--- config.mk ---
export PLATFORM = sky130hd
export DESIGN_NAME = lane_demand_detector
export DESIGN_NICKNAME = d
export VERILOG_FILES = /design/src/rtl/lane_demand_pkg.sv /design/src/rtl/lane_demand_fsm.sv /design/src/rtl/lane_demand_detector.sv
export SDC_FILE = /design/constraint.sdc
export NUM_CORES = 1
export LEC_CHECK = 0
export ABC_AREA = 0
export BUFFER_PORTS_ARGS = -buffer_cell sky130_fd_sc_hd__buf_2
export CORE_ASPECT_RATIO = 0.75
export CORE_MARGIN = 5
export CORE_UTILIZATION = 65
export DETAILED_ROUTE_END_ITERATION = 10
export PLACE_DENSITY_LB_ADDON = 0.12
export REMOVE_ABC_BUFFERS = 1
export SYNTH_ARGS = -nofsm -noshare
export SYNTH_HDL_FRONTEND = slang
export SYNTH_HIERARCHICAL = 1
export SYNTH_SLANG_ARGS = --single-unit
--- constraint.sdc ---
create_clock -name clk -period 4.3 [get_ports clk]
set_clock_uncertainty 0.1 [all_clocks]
set_input_delay 0.645 -clock clk [delete_from_list [all_inputs] [get_ports clk]]
set_output_delay 0.645 -clock clk [all_outputs]
set_load 0.05 [all_outputs]
--- src/rtl/lane_demand_pkg.sv ---
// Shared definitions for the lane demand detector: lane count, parameter
// defaults and the per-lane state encoding.
package lane_demand_pkg;

  localparam int unsigned NUM_LANES           = 4;
  localparam int unsigned DEF_DEBOUNCE_CYCLES = 4;
  localparam int unsigned DEF_MAX_WAIT        = 255;
  localparam int unsigned DEF_WAIT_W          = 8;

  typedef enum logic [1:0] {
    IDLE     = 2'd0,
    PENDING  = 2'd1,
    SERVING  = 2'd2,
    RELEASED = 2'd3
  } lane_state_e;

endpackage

--- src/rtl/lane_demand_fsm.sv ---
// One lane: sensor synchroniser, debounce, demand latch FSM and starvation
// wait counter. Outputs depend on registered state only.
module lane_demand_fsm
  import lane_demand_pkg::*;
#(
  parameter int unsigned LANE_ID         = 0,
  parameter int unsigned DEBOUNCE_CYCLES = DEF_DEBOUNCE_CYCLES,
  parameter int unsigned MAX_WAIT        = DEF_MAX_WAIT,
  parameter int unsigned WAIT_W          = DEF_WAIT_W
) (
  input  logic clk,
  input  logic reset,
  input  logic sensor_i,
  input  logic match_i,
  output logic t_o,
  output logic starve_o
);

  localparam int unsigned       DEB_W    = (DEBOUNCE_CYCLES > 1) ? $clog2(DEBOUNCE_CYCLES) : 1;
  localparam logic [DEB_W-1:0]  DEB_LAST = DEB_W'(DEBOUNCE_CYCLES - 1);
  localparam logic [WAIT_W-1:0] WAIT_MAX = WAIT_W'(MAX_WAIT);

  if (LANE_ID >= NUM_LANES) begin : g_bad_lane_id
    $error("lane_demand_fsm: LANE_ID out of range");
  end
  if (DEBOUNCE_CYCLES < 1 || MAX_WAIT < 1) begin : g_bad_counts
    $error("lane_demand_fsm: DEBOUNCE_CYCLES and MAX_WAIT must be >= 1");
  end
  if ((64'(MAX_WAIT) >> WAIT_W) != 64'd0) begin : g_bad_wait_w
    $error("lane_demand_fsm: WAIT_W too narrow for MAX_WAIT");
  end

  lane_state_e       state_q, state_d;
  logic [DEB_W-1:0]  deb_q, deb_d;
  logic [WAIT_W-1:0] wait_q, wait_d;
  logic [1:0]        sync_q;
  logic              s;

  assign s = sync_q[1];

  always_ff @(posedge clk or posedge reset) begin
    if (reset) begin
      sync_q  <= '0;
      state_q <= IDLE;
      deb_q   <= '0;
      wait_q  <= '0;
    end else begin
      sync_q  <= {sync_q[0], sensor_i};
      state_q <= state_d;
      deb_q   <= deb_d;
      wait_q  <= wait_d;
    end
  end

  // Counters default to zero so every state change clears them.
  always_comb begin
    state_d = state_q;
    deb_d   = '0;
    wait_d  = '0;
    unique case (state_q)
      IDLE: begin
        if (s) begin
          if (deb_q == DEB_LAST) state_d = PENDING;
          else                   deb_d   = deb_q + 1'b1;
        end
      end
      PENDING: begin
        if (match_i)               state_d = SERVING;
        else if (wait_q == WAIT_MAX) wait_d = wait_q;
        else                       wait_d  = wait_q + 1'b1;
      end
      SERVING: begin
        // Losing green takes priority over finishing the release count.
        if (!match_i) begin
          state_d = s ? PENDING : IDLE;
        end else if (!s) begin
          if (deb_q == DEB_LAST) state_d = RELEASED;
          else                   deb_d   = deb_q + 1'b1;
        end
      end
      RELEASED: begin
        if (!match_i) state_d = IDLE;
      end
      default: state_d = IDLE;
    endcase
  end

  always_comb begin
    t_o      = (state_q == PENDING) || (state_q == SERVING);
    starve_o = (state_q == PENDING) && (wait_q == WAIT_MAX);
  end

endmodule

--- src/rtl/lane_demand_detector.sv ---
// Conditions four raw loop sensors into per-lane demand (t) and starvation
// flags for the 4-way traffic controller.
module lane_demand_detector
  import lane_demand_pkg::*;
#(
  parameter int unsigned DEBOUNCE_CYCLES = DEF_DEBOUNCE_CYCLES,
  parameter int unsigned MAX_WAIT        = DEF_MAX_WAIT,
  parameter int unsigned WAIT_W          = DEF_WAIT_W
) (
  input  logic                 clk,
  input  logic                 reset,
  input  logic [NUM_LANES-1:0] sensor,
  input  logic [1:0]           side,
  input  logic                 g,
  output logic [NUM_LANES-1:0] t,
  output logic [NUM_LANES-1:0] starve
);

  logic [NUM_LANES-1:0] match;

  always_comb begin
    match = '0;
    for (int unsigned i = 0; i < NUM_LANES; i++) begin
      match[i] = g && (side == 2'(i));
    end
  end

  for (genvar i = 0; i < NUM_LANES; i++) begin : g_lane
    lane_demand_fsm #(
      .LANE_ID         (i),
      .DEBOUNCE_CYCLES (DEBOUNCE_CYCLES),
      .MAX_WAIT        (MAX_WAIT),
      .WAIT_W          (WAIT_W)
    ) u_lane (
      .clk      (clk),
      .reset    (reset),
      .sensor_i (sensor[i]),
      .match_i  (match[i]),
      .t_o      (t[i]),
      .starve_o (starve[i])
    );
  end

endmodule

==> run_results.csv, run 1 <==
group,metric,value,unit
status,outcome,"complete, no violations",
drt,totalWireLength,5360,microns
critical_path,path_cells,"ha_1 -> nand4_4 -> nor2_2 -> and2_1 -> buf_2",
sta,final.period_utilization,58.5,%
clock_network,clk_pin_slew,90,ps
drt,drt-vias-per-instance,6.02,
yosys,synth.ff_latch_count,56,
grt,grt_pass1_vias,2034,
sta,hold_violations,0,
finish,areaGrowthSynthToFinish,8.04,%
clock_network,root_buffer,"clkbuf_8",
clock_network,ctsHoldBuffers,0,
clock_network,cts_tree,"done",
clock_network,numCtsBuffers,5,
yosys,synth_top_area_cell,"dfrtp_1",
critical_path,reg2reg_slack,2330,ps
critical_path,critPathLaunchType,"register",
drt,first_iter_violations,106,
critical_path,crit_fanout,6,
die,die_w,88.3,microns
sta,worst_slew_pin_slew,549,ps
clock_network,clock_latency,310,ps
grt,grt_pass1_wl,9350,microns
die,die_height,68.7,microns
critical_path,endpoint_kind,"output pin",
yosys,yosysSeqAreaShare,46.9,%
yosys,synthArstFlopShare,100,%
critical_path,reg2reg_depth,6,
finish,nNetsFinal,343,
worst_hold_path,hp-class,"register to register",
pwr,p_leak,1.62,nW
worst_hold_path,hold_path_end,"g_lane[0].u_lane/sync_q[1]",
run,maxCapViolCount,0,
pwr,powerDensity,538,nW/um^2
yosys,synth_top_area_share,46.9,%
finish,regArea,1400,sq um
drt,ant_nets,0,
critical_path,path_buf_inv,1,
clock_network,cts_buffer_depth,2,
worst_hold_path,worstHoldStart,"g_lane[0].u_lane/sync_q[0]",
yosys,ys.flop_type,"dfrtp_1",
finish,fin_cells,364,
die,initial_core_util,66.9,%
critical_path,critical-path-max-stage-delay,410,ps
yosys,yosysMostFrequentCell,"dfrtp_1",
finish,fillers,326,
yosys,synth_area_leaders,"dfrtp_1 47%, ha_1 12%, a31oi_1 3.6%, nor2_1 3.1%, o21ai_0 2.8%",
critical_path,arrival,1770,ps
critical_path,required,3560,ps
clock_network,ctsHtreeMaxLevel,2,
yosys,synth_cells,284,
critical_path,r2r_start,"g_lane[0].u_lane/state_q[1]",
die,dieArea,6070,sq um
grt,antenna_found_initial,0,
grt,grt_max_degree,17,
sta,setup_tns,0,ps
drt,wl_per_cell,14.7,microns
sta,layout_min_cycle_time,2510,ps
finish,antenna_cells,0,
sta,relSlewSlack,63.4,%
yosys,synth_edf_count,0,
grt,gr-total-overflow,0,
yosys,avgSynthCellArea,10.5,sq um
sta,fmax,398,MHz
finish,multi_input_area,1520,sq um
critical_path,reg2reg_to,"g_lane[0].u_lane/state_q[0]",
placement,placedCellCount,356,
critical_path,path_class,"register to output pin",
placement,place_hpwl,3950,microns
yosys,syn_area,2990,sq um
placement,gp_congestion,0.886,
yosys,yosysWarnings,6,
critical_path,critical-path-top-delay-family,"simple AND/OR/NAND/NOR gates",
worst_hold_path,hold_path_depth,0,
drt,num_vias,2192,
critical_path,cp_slowest_cell,"dfrtp_1",
die,rows,21,
sta,setup_viol,0,
die,io_pins,17,
clock_network,clock_sinks,56,
yosys,ys_top_cells_by_count,"56 x dfrtp_1, 28 x ha_1, 25 x nor2_1",
clock_network,cts_resized,0,
yosys,yosysUniqueCellTypes,45,
drt,drc,0,
sta,rsz0062_at_grt,"no",
drt,dr.pass1.iters,4,
die,core_area,4470,sq um
grt,grt_use_total,20.1,%
pwr,ir_drop,372,uV
sta,maxSlewViolCount,0,
placement,port-buffer-count,16,
finish,final_layout_size_suffix_gt1_share,13.7,%
clock_network,cts_setup_buffers,0,
-- flip-flops by register name, indices dropped and copies added, names as in the netlist --
name / flops
g_lane.u_lane/state_q: 8
g_lane.u_lane/sync_q: 8
g_lane.u_lane/deb_q: 8
g_lane.u_lane/wait_q: 32
-- cells in the final DEF (no fill, tap or decap), types with 12 or more instances in the layout --
cell / n
a21oi_1: 14
a31oi_1: 17
and3_1: 12
buf_2: 16
dfrtp_1: 56
ha_1: 28
inv_1: 15
nand2_1: 16
nor2_1: 25
o21ai_0: 17
-- worst reg2reg max path, delay by kind of cell (launching register included) --
kind | cells | cell delay [ps]
DFF | 1 | 430
AOI/OAI and AO/OA | 3 | 830
and+or+nand+nor | 1 | 170
adders and majority gates | 1 | 210
buffers and inverters | 1 | 110
-- area by class of cell --
cell class	count	area share, %
multi-input combinational	209	47.0
sequential	56	43.4
clock buffer	6	2.56
timing repair buffer	16	2.48
tap	57	2.21
inverter	18	2.09
clock inverter	2	0.310
-- stage by stage --
step | power, W | util, % | setup slack, ps | hold WS (ps) | area [sq um]
5_1_grt | 0.00187 | 72.3 | 1690 | 263 | 3230
3_5_place_dp | 0.00144 | 70.2 | 1980 | 235 | 3140
3_3_place_gp | 0.00142 | 70.2 | 2080 | 236 | 3140
6_report | 0.00174 | 72.3 | 1790 | 255 | 3230
4_1_cts | 0.00175 | 72.3 | 1770 | 256 | 3230
2_1_floorplan | 0.00129 | - | 2180 | 231 | 2990
-- where the power goes --
group	internal, W	switching, W	total, W
Clock	0.000129	0.000169	0.000298
Sequential	0.000620	0.0000869	0.000707
Combinational	0.000260	0.000472	0.000732
-- logic make-up (layout without fill, tap and decap cells) --
group | Yosys count | in the layout | synth area share [%]
AOI/OAI and AO/OA | 73 | 73 | 16.0
muxes | 8 | 8 | 2.80
xor gates and xnor gates | 6 | 6 | 1.76
buffers and inverters | 19 | 42 | 2.39
adders and majority gates | 28 | 28 | 11.7
and+or+nand+nor | 94 | 94 | 18.5
DFF | 56 | 56 | 46.9
-- routing by layer --
layer	global-route usage, %	part of all wire [%]
met5	0	0
met4	5.66	0.45
met3	5.23	4.8
met2	31.7	45
met1	27.8	50
-- how the worst max path moves through the flow --
stage | end | cells past startpoint | from
after global placement | g_lane[0].u_lane/state_q[0] | 6 | side[0]
after floorplan | starve[3] | 4 | g_lane[3].u_lane/wait_q[0]
after detailed placement | g_lane[0].u_lane/state_q[0] | 6 | side[0]
final | starve[3] | 5 | g_lane[3].u_lane/wait_q[0]
after CTS | starve[3] | 5 | g_lane[3].u_lane/wait_q[0]
after global routing | starve[3] | 5 | g_lane[3].u_lane/wait_q[0]
(Power assumes the default switching activity.)
==> run 2: changes to the inputs <==
- CORE_UTILIZATION: 65 -> 60
- clock period: 4.3 -> 2.6 ns (I/O delays scaled with it)
==> run 2 against run 1 <==
- count of clock-buffer cells in the layout is 1 higher
- worst hold slack got worse by 230 ps
- worst setup slack got worse by 1400 ps
- critical endpoint unchanged
- total power is 65% higher
- highest routed layer unchanged
- die area increased by 7.2%
- non-clock buffer count unchanged
- core utilization shrank 5.9 points
==> run_results.csv, run 2 (synthesis gave the netlist of run 1 again) <==
group,metric,value,unit
pwr,power,0.00287,W
drt,first_iter_violations,70,
clock_network,cts_tree,"done",
pwr,powerDensity,887,nW/um^2
grt,gr-total-overflow,0,
sta,layout_min_cycle_time,2230,ps
critical_path,cp_slowest_cell,"dfrtp_1",
drt,drc,0,
grt,grt_pass1_wl,9100,microns
drt,dr.pass1.iters,4,
critical_path,path_buf_inv,1,
critical_path,reg2reg_to,"g_lane[0].u_lane/state_q[0]",
drt,wl_per_cell,14.5,microns
finish,areaGrowthSynthToFinish,8.20,%
critical_path,reg2reg_slack,660,ps
sta,maxSlewViolCount,0,
die,rows,22,
pwr,p_switching,0.00119,W
sta,final.period_utilization,85.8,%
grt,grt_use_total,17.4,%
finish,final_area,3230,sq um
placement,port-buffer-count,16,
clock_network,clock_latency,300,ps
placement,place_area,3140,sq um
finish,nNetsFinal,343,
clock_network,numCtsBuffers,5,
placement,gp_congestion,0.824,
grt,grt_max_degree,17,
die,io_pins,17,
finish,largest_reg_flops,32,
run,maxCapViolCount,0,
pwr,switching_share,41.7,%
pwr,p_seq_share,40.7,%
finish,antenna_cells,0,
pwr,internal_power,0.00167,W
clock_network,cts_setup_buffers,0,
pwr,power_frac_comb,42.1,%
sta,relSlewSlack,64.7,%
clock_network,cts_resized,0,
pwr,p_leak,1.61,nW
critical_path,reg2reg_depth,6,
critical_path,endpoint_kind,"output pin",
die,core_area,4870,sq um
clock_network,root_buffer,"clkbuf_8",
critical_path,r2r_start,"g_lane[0].u_lane/state_q[1]",
sta,rsz0062_at_grt,"no",
critical_path,arrival,1740,ps
die,die_w,91.5,microns
sta,worst_slew_pin_slew,530,ps
finish,fillers,389,
sta,fmax,448,MHz
critical_path,crit_fanout,6,
grt,grt_pass1_vias,2010,
placement,placedCellCount,359,
drt,num_vias,2181,
sta,setup_tns,0,ps
sta,hold_ws,29.3,ps
sta,hold_violations,0,
finish,final_common_cell,"dfrtp_1",
finish,final_layout_size_suffix_gt1_share,13.4,%
grt,antenna_found_initial,0,
critical_path,path_class,"register to output pin",
critical_path,required,2110,ps
critical_path,path_cells,"ha_1 -> nand4_4 -> nor2_2 -> and2_1 -> buf_2",
clock_network,ctsHtreeMaxLevel,2,
finish,layout_common_cells,"56 x dfrtp_1, 28 x ha_1, 25 x nor2_1",
worst_hold_path,hp-class,"input port to asynchronous set/reset pin",
drt,drt-vias-per-instance,5.94,
die,initial_core_util,61.4,%
pwr,p_clk_share,17.2,%
clock_network,clock_sinks,56,
drt,ant_nets,0,
die,dieArea,6510,sq um
status,outcome,"complete, no violations",
clock_network,clk_pin_slew,100,ps
critical_path,critical-path-top-delay-family,"simple AND/OR/NAND/NOR gates",
sta,setup_viol,0,
critical_path,worstSetupStartpoint,"g_lane[3].u_lane/wait_q[0]",
critical_path,critical-path-max-stage-delay,410,ps
clock_network,ctsHoldBuffers,0,
critical_path,critPathLaunchType,"register",
pwr,ir_drop,543,uV
finish,regMostFlops,"g_lane.u_lane/wait_q",
finish,fin_cells,367,
clock_network,cts_buffer_depth,2,
placement,place_hpwl,3810,microns
die,die_height,71.1,microns
drt,totalWireLength,5310,microns
## run 2: changes by cell type in the layout (fill, tap and decap cells not counted), sizes merged
| cell | change |
|---|---|
| clkinv | -2 |
| clkbuf | +1 |
| clkinvlp | +1 |
## run 2: metal layers
| layer | GRT usage (%) | vias to the layer above | part of all wire [%] | wire length (microns) |
|---|---|---|---|---|
| li1 | - | 1091 | - | - |
| met1 | 26.1 | 1046 | 54 | 2840 |
| met2 | 24.9 | 39 | 42 | 2210 |
| met3 | 4.04 | 5 | 3.7 | 199 |
| met4 | 5.02 | 0 | 0.98 | 52 |
| met5 | 0 | - | 0 | 0 |
## run 2: stage by stage
stage	util [%]	setup slack [ps]
after floorplan	-	734
after global routing	66.4	256
final	66.4	370
after CTS	66.4	352
after detailed placement	64.5	609
after global placement	64.5	665
## run 2: final cells by class
type                       instances  area, sq um  share of cell area [%]
clock buffer                       7         86.3                    2.67
clock inverter                     1         7.51                   0.232
inverter                          18         67.6                    2.09
multi-input combinational        209         1520                    46.9
sequential                        56         1400                    43.3
tap                               60         75.1                    2.32
timing repair buffer              16         80.1                    2.48
## run 2: power by group through the flow
stage	logic (W)	registers, W	clock network (W)
6_report	0.00121	0.00117	0.000493
3_5_place_dp	0.00119	0.00118	0
5_1_grt	0.00136	0.00119	0.000545
4_1_cts	0.00122	0.00117	0.000509
2_1_floorplan	0.000985	0.00115	0
3_3_place_gp	0.00117	0.00118	0
## run 2: worst max path at each step
stage | end | slack, ps | cells after the start
final | starve[3] | 370 | 5
after CTS | starve[3] | 350 | 5
after detailed placement | g_lane[0].u_lane/state_q[0] | 610 | 6
after floorplan | starve[3] | 730 | 4
after global routing | starve[3] | 260 | 5
after global placement | g_lane[0].u_lane/state_q[0] | 670 | 6
==> run 3: changes to the inputs <==
- GPL_TIMING_DRIVEN: not set -> 0
==> run 3 against run 2 <==
- maximum frequency is 1.7% lower
- clock power fell by 11%
- global-route usage is 0.50 points lower
- final area is 0.50% lower
- worst setup slack lost 38 ps
- count of clock-buffer cells in the layout shrank 1
- highest routed layer unchanged
- register-to-register slack worse by 100 ps
- first-iteration DRC count increased by 10%
- sequential share of layout area is 0.22 points higher
- sequential power barely moved
- combinational power hardly changed
- core utilization decreased by 0.33 points
==> run_results.csv, run 3 (synthesis gave the netlist of run 1 again) <==
group,metric,value,unit
critical_path,r2r_start,"g_lane[0].u_lane/state_q[1]",
finish,final_common_cell,"dfrtp_1",
finish,nNetsFinal,343,
clock_network,clock_sinks,56,
die,initial_core_util,61.4,%
die,die_height,71.1,microns
critical_path,critical-path-max-stage-delay,410,ps
clock_network,ctsHtreeMaxLevel,2,
clock_network,cts_setup_buffers,0,
clock_network,clk_pin_slew,100,ps
sta,worst_slew_pin_slew,550,ps
sta,fmax,441,MHz
clock_network,numCtsBuffers,5,
critical_path,endpoint_kind,"output pin",
drt,totalWireLength,5240,microns
critical_path,reg2reg_to,"g_lane[0].u_lane/state_q[0]",
drt,wl_per_cell,14.3,microns
sta,maxSlewViolCount,0,
finish,layout_common_cells,"56 x dfrtp_1, 28 x ha_1, 25 x nor2_1",
placement,gp_congestion,0.776,
drt,ant_nets,0,
grt,grt_use_total,16.9,%
drt,num_vias,2146,
clock_network,clock_latency,300,ps
pwr,p_leak,1.61,nW
status,outcome,"complete, no violations",
sta,setup_tns,0,ps
grt,grt_pass1_vias,1995,
critical_path,path_cells,"ha_1 -> nand4_4 -> nor2_2 -> and2_1 -> buf_2",
drt,dr.pass1.iters,4,
pwr,ir_drop,892,uV
sta,layout_min_cycle_time,2270,ps
pwr,powerDensity,875,nW/um^2
sta,relSlewSlack,63.3,%
grt,grt_max_degree,16,
clock_network,cts_buffer_depth,2,
sta,setup_viol,0,
finish,final_core_util,66.1,%
grt,grt_pass1_wl,8960,microns
placement,place_hpwl,3870,microns
finish,final_layout_size_suffix_gt1_share,13.1,%
sta,final.period_utilization,87.2,%
clock_network,ctsHoldBuffers,0,
critical_path,path_class,"register to output pin",
clock_network,root_buffer,"clkbuf_8",
clock_network,cts_resized,0,
critical_path,crit_fanout,6,
grt,antenna_found_initial,0,
die,core_area,4870,sq um
finish,largest_reg_flops,32,
placement,place_area,3140,sq um
critical_path,critPathLaunchType,"register",
finish,final_area,3220,sq um
sta,hold_violations,0,
drt,drt-vias-per-instance,5.86,
worst_hold_path,hp-class,"input port to asynchronous set/reset pin",
die,io_pins,17,
pwr,power,0.00282,W
finish,regMostFlops,"g_lane.u_lane/wait_q",
critical_path,required,2110,ps
die,rows,22,
critical_path,cp_slowest_cell,"dfrtp_1",
sta,hold_ws,36.6,ps
finish,antenna_cells,0,
die,die_w,91.5,microns
critical_path,reg2reg_depth,6,
drt,drc,0,
drt,first_iter_violations,77,
placement,port-buffer-count,16,
die,dieArea,6510,sq um
sta,rsz0062_at_grt,"no",
grt,gr-total-overflow,0,
clock_network,cts_tree,"done",
finish,areaGrowthSynthToFinish,7.66,%
run,maxCapViolCount,0,
critical_path,reg2reg_slack,560,ps
critical_path,arrival,1780,ps
-- run 3: how the worst max path moves through the flow --
stage	depth (start not counted)	end	startpoint	slack, ps
finish	5	starve[3]	g_lane[3].u_lane/wait_q[0]	330
global route	5	starve[3]	g_lane[3].u_lane/wait_q[0]	200
CTS	5	starve[3]	g_lane[3].u_lane/wait_q[0]	320
detailed placement	6	g_lane[0].u_lane/state_q[0]	side[0]	570
global placement	6	g_lane[0].u_lane/state_q[0]	side[0]	600
floorplan	4	starve[3]	g_lane[3].u_lane/wait_q[0]	730
-- run 3: area by class of cell --
type / count / area (sq um)
sequential: 56 / 1400
inverter: 18 / 67.6
clock inverter: 1 / 5.00
fill: 371 / 1650
timing repair buffer: 16 / 80.1
multi-input combinational: 209 / 1520
clock buffer: 6 / 72.6
tap: 60 / 75.1
-- run 3: power breakdown --
part / switching [W] / internal, W
logic: 0.000783 / 0.000429
registers: 0.000139 / 0.00103
clock network: 0.000256 / 0.000184
-- run 3: layer usage --
metal  up-vias  GRT usage [%]  part of all wire [%]
met5         -              0                     0
met4         0           3.51                  0.55
met3         4           3.72                   4.1
met2        39           26.1                    43
met1      1016           24.5                    52
li1       1087              -                     -
-- run 3: through the flow --
stage                     cells  setup slack, ps
after floorplan             283              734
after global placement      359              598
after detailed placement    359              567
after CTS                   366              322
after global routing        366              199
final                       366              332
-- run 3: worst max-delay path, delay by kind of cell (launching register included) --
family	cells	cell delay (ps)
DFF	1	410
buffers and inverters	1	260
and+or+nand+nor	3	550
adders and majority gates	1	270
